===== src/rtl/rx_sonar_7o1.sv =====
// rx_sonar_7o1: 7O1 serial receiver with "AAA,DDD#" sonar frame parser
// Ports: clock, reset (sync, active-high); entrada_serial serial line (idle high);
//   angulo/distancia BCD of the last valid frame, pronto one-cycle update pulse;
//   erro_paridade/erro_quadro/erro_formato one-cycle error pulses;
//   db_dado last good character, db_estado parser index.
module rx_sonar_7o1 #(
    parameter int         CLKS_PER_BIT = 434,
    parameter logic [6:0] SEP_CHAR     = 7'h2C,
    parameter logic [6:0] END_CHAR     = 7'h23
) (
    input  logic        clock,
    input  logic        reset,
    input  logic        entrada_serial,
    output logic [11:0] angulo,
    output logic [11:0] distancia,
    output logic        pronto,
    output logic        erro_paridade,
    output logic        erro_quadro,
    output logic        erro_formato,
    output logic [6:0]  db_dado,
    output logic [3:0]  db_estado
);
    localparam int W = $clog2(CLKS_PER_BIT);
    localparam logic [W-1:0] FULL = W'(CLKS_PER_BIT - 1);
    localparam logic [W-1:0] HALF = W'(CLKS_PER_BIT / 2 - 1);

    typedef enum logic [2:0] {IDLE, START, DATA, PARITY, STOP} state_t;
    state_t state, state_nx;

    logic         sync1, rx, armed, par_bit, char_ok;
    logic [W-1:0] cnt;
    logic [2:0]   bit_cnt, idx;
    logic [6:0]   shift, char_data;
    logic [11:0]  stage_a, stage_d;
    logic         half_done, full_done, stop_sample, par_ok, char_good, is_digit, accept;

    assign half_done   = cnt == HALF;
    assign full_done   = cnt == FULL;
    assign stop_sample = state == STOP && full_done;
    assign par_ok      = ^{shift, par_bit};
    assign char_good   = rx && par_ok;
    assign is_digit    = char_data >= 7'h30 && char_data <= 7'h39;
    assign accept      = idx == 3'd3 ? char_data == SEP_CHAR :
                         idx == 3'd7 ? char_data == END_CHAR : is_digit;
    assign db_estado   = {1'b0, idx};

    // armed blocks a new start after a framing error until the line has gone high again
    always_comb begin
        state_nx = state;
        case (state)
            IDLE:    state_nx = !rx && armed ? START : IDLE;
            START:   state_nx = half_done ? (rx ? IDLE : DATA) : START;
            DATA:    state_nx = full_done && bit_cnt == 3'd6 ? PARITY : DATA;
            PARITY:  state_nx = full_done ? STOP : PARITY;
            STOP:    state_nx = full_done ? IDLE : STOP;
            default: state_nx = IDLE;
        endcase
    end

    always_ff @(posedge clock) begin
        if (reset) begin
            sync1         <= 1'b1;
            rx            <= 1'b1;
            armed         <= 1'b1;
            state         <= IDLE;
            cnt           <= '0;
            bit_cnt       <= '0;
            shift         <= '0;
            par_bit       <= 1'b0;
            char_ok       <= 1'b0;
            char_data     <= '0;
            idx           <= '0;
            stage_a       <= '0;
            stage_d       <= '0;
            angulo        <= '0;
            distancia     <= '0;
            pronto        <= 1'b0;
            erro_paridade <= 1'b0;
            erro_quadro   <= 1'b0;
            erro_formato  <= 1'b0;
            db_dado       <= '0;
        end else begin
            sync1   <= entrada_serial;
            rx      <= sync1;
            armed   <= rx || (armed && !stop_sample);
            state   <= state_nx;
            cnt     <= state == IDLE || state_nx != state || full_done ? '0 : cnt + 1'b1;
            if (state == START && half_done)
                bit_cnt <= '0;
            if (state == DATA && full_done) begin
                shift   <= {rx, shift[6:1]};
                bit_cnt <= bit_cnt + 1'b1;
            end
            if (state == PARITY && full_done)
                par_bit <= rx;
            // character strobe: a bad stop masks a bad parity
            char_ok       <= stop_sample && char_good;
            erro_quadro   <= stop_sample && !rx;
            erro_paridade <= stop_sample && rx && !par_ok;
            if (stop_sample)
                char_data <= shift;
            // discards flag in the strobe cycle, parser rejects one cycle later
            erro_formato  <= (stop_sample && !char_good) || (char_ok && !accept);
            pronto        <= char_ok && accept && idx == 3'd7;
            if (stop_sample && !char_good)
                idx <= '0;
            else if (char_ok)
                idx <= accept && idx != 3'd7 ? idx + 1'b1 : '0;
            if (char_ok)
                db_dado <= char_data;
            if (char_ok && accept) begin
                case (idx)
                    3'd0:    stage_a[11:8] <= char_data[3:0];
                    3'd1:    stage_a[7:4]  <= char_data[3:0];
                    3'd2:    stage_a[3:0]  <= char_data[3:0];
                    3'd4:    stage_d[11:8] <= char_data[3:0];
                    3'd5:    stage_d[7:4]  <= char_data[3:0];
                    3'd6:    stage_d[3:0]  <= char_data[3:0];
                    default: ;
                endcase
                if (idx == 3'd7) begin
                    angulo    <= stage_a;
                    distancia <= stage_d;
                end
            end
        end
    end
endmodule


===== config.mk =====
export PLATFORM = sky130hd
export DESIGN_NAME = rx_sonar_7o1
export DESIGN_NICKNAME = d
export VERILOG_FILES = /design/src/rtl/rx_sonar_7o1.sv
export SDC_FILE = /design/constraint.sdc
export NUM_CORES = 1
export LEC_CHECK = 0
export CAP_MARGIN = 5
export CORE_MARGIN = 5
export CORE_UTILIZATION = 50
export CTS_CLUSTER_DIAMETER = 100
export CTS_CLUSTER_SIZE = 14
export DETAILED_ROUTE_END_ITERATION = 12
export GPL_TIMING_DRIVEN = 0
export PLACE_DENSITY_LB_ADDON = 0.1
export SKIP_LAST_GASP = 1
export SLEW_MARGIN = 25
export SYNTH_ARGS = -nofsm -noshare
export SYNTH_HDL_FRONTEND = slang
export SYNTH_SLANG_ARGS = --single-unit

===== constraint.sdc =====
create_clock -name clock -period 2.7 [get_ports clock]
set_input_delay 0.54 -clock clock [delete_from_list [all_inputs] [get_ports clock]]
set_output_delay 0.54 -clock clock [all_outputs]
set_load 0.02 [all_outputs]

Word level (Yosys, flattened, before mapping)
Cells that the tools add are included.
- register bits: 96
- bits of input ports: 3
- output and inout bits: 39
- logic and storage cells: 99
- $add $sub $neg: 3
- order comparisons: 2
- eq/ne operators: 18
- mux-type cells: 12
- reductions and logical operators: 40
- operator list (cell ; count):
    $eq A3 B3 Y1 const B ; 6
    $logic_and A1 B1 Y1 ; 18
    $mux W3 ; 5
    $pmux W3 S5 ; 1
    $eq A7 B6 Y1 const B ; 2
    $reduce_and A2 Y1 ; 7
    $eq A3 B2 Y1 const B ; 4
    $add A9 B1 Y9 const B ; 1
    $eq A9 B8 Y1 const B ; 1
    $eq A9 B9 Y1 const B ; 1
    $reduce_xor A8 Y1 ; 1
    $ge A7 B6 Y1 const B ; 1
    $le A7 B6 Y1 const B ; 1
    $add A3 B1 Y3 const B ; 2
    $eq A3 B1 Y1 const B ; 2
    $logic_not A3 Y1 ; 2
    $logic_not A1 Y1 ; 5
    $logic_or A1 B1 Y1 ; 4
    $mux W1 ; 4
    $mux W2 ; 2
    $reduce_or A2 Y1 ; 2
    $ne A3 B3 Y1 ; 1
    $ne A3 B3 Y1 const B ; 1
    $reduce_bool A2 Y1 ; 1

Depth between registers and ports, before layout
Gate-level depths: netlist of run 1.
- depth in word-level cells: 8
- depth in mapped cells: 9
- mapped depth without buffers: 7

Worst setup path before layout of run 1
No wires, ideal clock.
- kind: reg2reg
- start: register idx[2]
- end: register angulo[11]
- arrival: 2.072 ns
- required time: 2.628 ns
- slack: 0.556 ns
- cell stages (with the launch flop): 9
- cell sequence: dfxtp_1 -> inv_1 -> ha_1 -> nand3b_1 -> o21ai_2 -> buf_6 -> and3_4 -> buf_6 -> mux2i_1
- cells in the longest elaborated chain, start to end: 5
- elaborated cells between the ends (all ways): 6
- classes of those cells: eq/ne (2); mux (2); reduce/logical (2)
- ends and longest elaborated chain (item ; line ; RTL):
    start: declaration ; 32 ; logic [2:0] bit_cnt, idx;
    start signal: assignment ; 108 ; idx <= accept && idx != 3'd7 ? idx + 1'b1 : '0;
    $eq A3 B3 Y1 ; 44, 121 ;
    $mux W1 ; 44 ; idx == 3'd7 ? char_data == END_CHAR : is_digit;
    $mux W1 ; 43 ; assign accept = idx == 3'd3 ? char_data == SEP_CHAR :
    $logic_and A1 B1 Y1 ; 111 ; if (char_ok && accept) begin
    $reduce_and A2 Y1 (no source line) (*) ; - ;
    end signal: assignment ; 122 ; angulo <= stage_a;
    end: declaration ; 14 ; output logic [11:0] angulo,
Mark *: on every way between the ends. The rest lies on a longest branch, timed or not.
A chain may end at the register's enable or synchronous reset.

Worst setup path after layout of run 1
- start: register idx[2]
- end: register angulo[3]
The elaborated chain is that of the path after synthesis.

==> results of run 1 <==
cell type report:
cell class / count / area [µm²]
Inverter: 10 / 37.54
Clock buffer: 9 / 123.9
Multi-Input combinational cell: 279 / 2059
Tap cell: 105 / 131.4
Fill cell: 715 / 3247
Timing Repair Buffer: 39 / 390.4
Clock inverter: 6 / 90.09
Buffer: 23 / 132.6
Sequential cell: 96 / 1922
per-layer routing:
layer  GRT usage, %  wire (µm)  up-vias
li1               -          -     1486
met1          20.93       3719     1322
met2          27.11       3759       35
met3          2.976        230       15
met4          7.362        170        0
met5              0          0        -
synthesized netlist by cell type, types with 2 or more instances:
cell      instances
nand3_1          12
a31oi_1           3
nand2b_1         53
or2_2             3
nor3_1            6
nand4b_1          2
buf_2             6
dfxtp_1          96
nor2b_1           2
nand2_1          17
nor4_1            2
nor2_1           40
o21ai_0           2
a21oi_1          15
mux2i_1          62
ha_1             11
clkbuf_1         10
inv_1            10
a211oi_1          2
buf_6             4
xor2_1            5
o21ai_2           2
xnor2_1          10
buf_4             2
nand4_1           3
nand4_4           5
through the flow:
step	hold WS [ps]	utilization (%)	std cells	power, W
after CTS	429.1	60.08	567	0.002522
after global placement	399.2	57.45	552	0.001506
after global routing	450.7	60.08	567	0.002599
after detailed placement	400.7	57.45	552	0.001507
after floorplan	389.5	-	408	0.001492
final	422.6	60.08	567	0.002497
cells by family (layout without fill, tap and decap cells):
group | Yosys count | in the layout | synth area share [%]
mux | 62 | 62 | 14.95
other cells | 1 | 1 | 0.09033
compound gates | 32 | 32 | 5.124
flops | 96 | 96 | 46.29
fa+ha+maj | 11 | 11 | 3.315
buf+inv | 33 | 87 | 4.099
simple gates | 158 | 158 | 22.97
xor+xnor | 15 | 15 | 3.164
registers in the layout (all words and copies together) (netlist names):
name           cells
angulo            12
armed              1
bit_cnt            3
char_data          7
char_ok            1
cnt                9
db_dado            7
distancia         12
erro_formato       1
erro_paridade      1
erro_quadro        1
idx                3
par_bit            1
pronto             1
rx                 1
shift              7
stage_a           12
stage_d           12
state              3
sync1              1
report_power, final:
group / switching (W) / internal (W) / leakage [nW] / total, W
combinational: 0.0000302 / 0.0000225 / 1.08 / 0.0000526
sequential: 0.00000305 / 0.00142 / 0.773 / 0.00142
clock: 0.000502 / 0.000522 / 0.106 / 0.00102
how the worst min path moves through the flow:
| stage | from | end |
|---|---|---|
| floorplan | sync1 | rx |
| global placement | sync1 | rx |
| detailed placement | sync1 | rx |
| CTS | sync1 | rx |
| global route | sync1 | rx |
| finish | sync1 | rx |
critical path, cell delays in order, from the launching register on:
cell and delay [ps]:
dfxtp_1 590, inv_1 250, ha_1 270, nand3b_1 170, o21ai_2 190, buf_6 210
and3_4 200, buf_6 130, mux2i_1 180
==> metrics.cfg, run 1 <==
[outcome]
status = finished, final reports clean

[worst_setup_path]
worst-setup-path-type = reg -> reg
cp_data_arrival_time_ps = 2540
crit_path_start = idx[2]
cp_max_fo = 10
critPathCaptureType = flop
endpoint = angulo[3]
regToRegSetupSlack_ps = 450
crit_path_start_kind = flop
reg2reg_depth = 8
required_ps = 2990
r2r_start = idx[2]
r2r-end = angulo[3]

[logic_synthesis]
synth.top_cell.area_share_pct = 46.29
yosysSeqAreaShare_pct = 46.29
ys_ff_latch = 96
async_flop_share_pct = 0
syn_inst = 408
synth_area_leader_cell = dfxtp_1
synthFlopType = dfxtp_1
yosysWarningCount = 0
synth_cell_types = 49
syn_nets = 422
avgSynthCellArea_um2 = 10.18
synth_edf_count = 0
ys_top_cells_by_area = dfxtp_1 (46%), mux2i_1 (15%), nand2b_1 (8.0%)
netlist_area_um2 = 4151

[route]
drt_wl_total_um = 7879
vias = 2858
drt_iter0_markers = 52
drcViolationCount = 0
wire_per_inst_um = 13.90
ant_nets = 0
firstDrtPassIters = 4
vias_per_cell = 5.041

[global_route]
antenna_found_initial = 0
first_global_vias = 2812
grt_overflow_total = 0
grt_usage_pct = 16.42
grt_pass1_wl_um = 13300
grt_max_degree = 17

[sta]
setup_ws_ps = 446.5
slew_headroom_pct = 56.97
tns_ps = 0
period_needed_ps = 2254
max_freq_ghz = 0.4437
setup_violations = 0
finalHoldViolations = 0
rsz0062_at_grt = false
finalCritPeriodShare_pct = 83.46
worst_pin_slew_ps = 642.6
drv_slew = 0
fin_skew_ps = 8.712

[clocking]
cts_tree = built
cts_root_buf = clkbuf_8
numCtsBuffers = 9
clock_sinks = 96
h-tree-depth = 3
cts_resized = 0
clk_pin_slew_ps = 90
insertion_delay_ps = 360
hold_buffers = 0
post-cts-setup-buffer-count = 0
clock_path_buffers = 2

[worst_hold_path]
hold_path.class = reg -> reg
min_delay_path_depth = 1

[run]
maxCapViolCount = 0

[final_layout]
layout.nets = 472
final_cell_mix = dfxtp_1 (96), mux2i_1 (62), nand2b_1 (53)
design_area_um2 = 4887
area_growth_pct = 17.72
drive_gt1_share_pct = 10.39
final_common_cell = dfxtp_1
num_antenna_cells = 0

[place]
dpl_cell_area_um2 = 4673
place_congestion = 0.8159
portBuffers = 39
dpl.hpwl_um = 5754
pre_cts_ws_ps = 470.3

[floorplanning]
die_h_um = 101.1
core_area_um2 = 8134
dieArea_um2 = 10230
initial_core_util_pct = 51.04
ioPinCount = 42
row_count = 33
die_x_um = 101.1

[power]
p_leak_nw = 1.964
ir_worst_vdd_uv = 333.6
pwr_density_cell_nw_per_um2 = 510.9

No activity file was read; power rests on OpenSTA's default activity.
==> run 2: changes to the inputs <==
clock period = 2.2 ns   (was 2.7 ns; I/O delays follow)
==> metrics.cfg, run 2 (synthesis gave the netlist of run 1 again) <==
[outcome]
status = finished, final reports clean

[floorplanning]
core_area_um2 = 8134  ; unchanged
die_h_um = 101.1  ; unchanged
initial_core_util_pct = 51.04  ; unchanged
dieArea_um2 = 10230  ; unchanged
row_count = 33  ; unchanged
ioPinCount = 42  ; unchanged
die_x_um = 101.1  ; unchanged

[worst_setup_path]
regToRegSetupSlack_ps = 140  ; -300 ps
cp_data_arrival_time_ps = 2350  ; -190 ps
reg2reg_depth = 8  ; unchanged
critPathCaptureType = flop
r2r-end = angulo[3]
required_ps = 2490  ; -500 ps
crit_path_start_kind = flop
worst-setup-path-type = reg -> reg
r2r_start = idx[2]
cp_max_fo = 10  ; unchanged

[power]
p_leak_nw = 1.963  ; about the same
share_comb_of_total_power_pct = 2.1  ; about the same
p_sw_w = 0.0006552  ; +22%
pwr_density_cell_nw_per_um2 = 625.8  ; +22%
ir_worst_vdd_uv = 409.9  ; +23%
power.internal_w = 0.002407  ; +23%
pwr-share-clk_pct = 41.0  ; about the same
p_seq_share_pct = 56.9  ; about the same
p_sw_share_pct = 21.40  ; -0.056 points

[final_layout]
design_area_um2 = 4893  ; +0.13%
final_common_cell = dfxtp_1
area_growth_pct = 17.87
final_cell_mix = dfxtp_1 (93), mux2i_1 (62), nand2b_1 (53)
fin_cells = 567  ; unchanged
layout.nets = 472  ; unchanged
drive_gt1_share_pct = 11.26  ; +0.87 points
num_antenna_cells = 0  ; unchanged

[sta]
hold_ws_ps = 421.3  ; -1.298 ps
rsz0062_at_grt = false
max_freq_ghz = 0.4860  ; +9.5%
worst_pin_slew_ps = 643.2  ; +0.5286 ps
finalCritPeriodShare_pct = 93.53  ; +10 points
finalHoldViolations = 0  ; unchanged
period_needed_ps = 2058  ; -196.0 ps
fin_skew_ps = 9.405  ; +0.6933 ps
slew_headroom_pct = 56.93  ; about the same
setup_violations = 0  ; unchanged
setup_ws_ps = 142.4  ; -304.0 ps
tns_ps = 0  ; unchanged
drv_slew = 0  ; unchanged

[clocking]
cts_root_buf = clkbuf_8
cts_tree = built
insertion_delay_ps = 360  ; about the same
post-cts-setup-buffer-count = 0  ; unchanged
clock_sinks = 96  ; unchanged
numCtsBuffers = 9  ; unchanged
clk_pin_slew_ps = 90  ; about the same
h-tree-depth = 3  ; unchanged
clock_path_buffers = 2  ; unchanged
hold_buffers = 0  ; unchanged

[global_route]
grt_pass1_wl_um = 13300  ; unchanged
grt_overflow_total = 0  ; unchanged
grt_max_degree = 17  ; unchanged
first_global_vias = 2812  ; unchanged
antenna_found_initial = 0  ; unchanged
grt_usage_pct = 16.42  ; unchanged

[worst_hold_path]
min_delay_path_depth = 1  ; unchanged
hold_path.class = reg -> reg
min_to = rx
hp-start = sync1

[place]
dpl_cell_area_um2 = 4673  ; unchanged
dp_cells = 552  ; unchanged
portBuffers = 39  ; unchanged
pre_cts_ws_ps = -29.69  ; -500.0 ps
dpl.hpwl_um = 5754  ; unchanged
place_congestion = 0.8159  ; unchanged

[run]
maxCapViolCount = 0  ; unchanged

[route]
drt_iter0_markers = 52  ; unchanged
wire_per_inst_um = 13.88  ; -0.14%
drcViolationCount = 0  ; unchanged
drt_wl_total_um = 7868  ; -0.14%
ant_nets = 0  ; unchanged
vias = 2862  ; +0.14%
vias_per_cell = 5.048  ; +0.14%
firstDrtPassIters = 4  ; unchanged

==> run 2: cell type report <==
class	instances	area, µm²
fillers	715	3241
multi-input cells	279	2062
flip-flops and latches	96	1926
repair buffers	39	390.4
plain buffers	23	132.6
well taps	105	131.4
clock buffers	9	123.9
clock inverters	6	90.09
inverters	10	37.54
==> run 2: repair_timing <==
action | 4_1_cts | 5_1_grt
gates resized for setup | 1 | 3
setup endpoints to repair | 6 | 15
pin swaps | 0 | 0
==> run 2: critical path: stages, from the launching register on <==
cell and delay (ps):
dfxtp_2 470, inv_1 190, ha_1 250, nand3b_1 170, o21ai_2 190, buf_6 210, and3_4 200, buf_6 130
mux2i_1 180
==> run 2: power groups by stage <==
stage / registers [W] / logic, W / clock network (W)
3_3_place_gp: 0.00178 / 0.0000649 / 0
3_5_place_dp: 0.00178 / 0.0000660 / 0
5_1_grt: 0.00174 / 0.0000716 / 0.00137
6_report: 0.00174 / 0.0000648 / 0.00125
2_1_floorplan: 0.00178 / 0.0000487 / 0
4_1_cts: 0.00174 / 0.0000659 / 0.00129
==> run 2: routing by layer <==
layer | vias up | routed length, µm | track usage (%)
li1 | 1484 | - | -
met1 | 1330 | 3726 | 20.93
met2 | 32 | 3741 | 27.11
met3 | 16 | 218 | 2.976
met4 | 0 | 180 | 7.362
met5 | - | 0 | 0
==> run 2: worst max path at each step <==
stage / startpoint / to / slack [ps] / cells past startpoint
3_3_place_gp: idx[2] / angulo[7] / -30 / 8
4_1_cts: idx[1] / distancia[11] / 30 / 8
6_report: idx[2] / angulo[3] / 140 / 8
3_5_place_dp: idx[2] / angulo[3] / -30 / 8
2_1_floorplan: idx[2] / angulo[11] / 60 / 8
5_1_grt: idx[2] / distancia[3] / 3 / 8
==> run 2: through the flow <==
step | util, % | power, W
floorplan | - | 0.001831
global placement | 57.45 | 0.001848
detailed placement | 57.45 | 0.001850
CTS | 60.10 | 0.003096
global route | 60.16 | 0.003189
finish | 60.16 | 0.003062
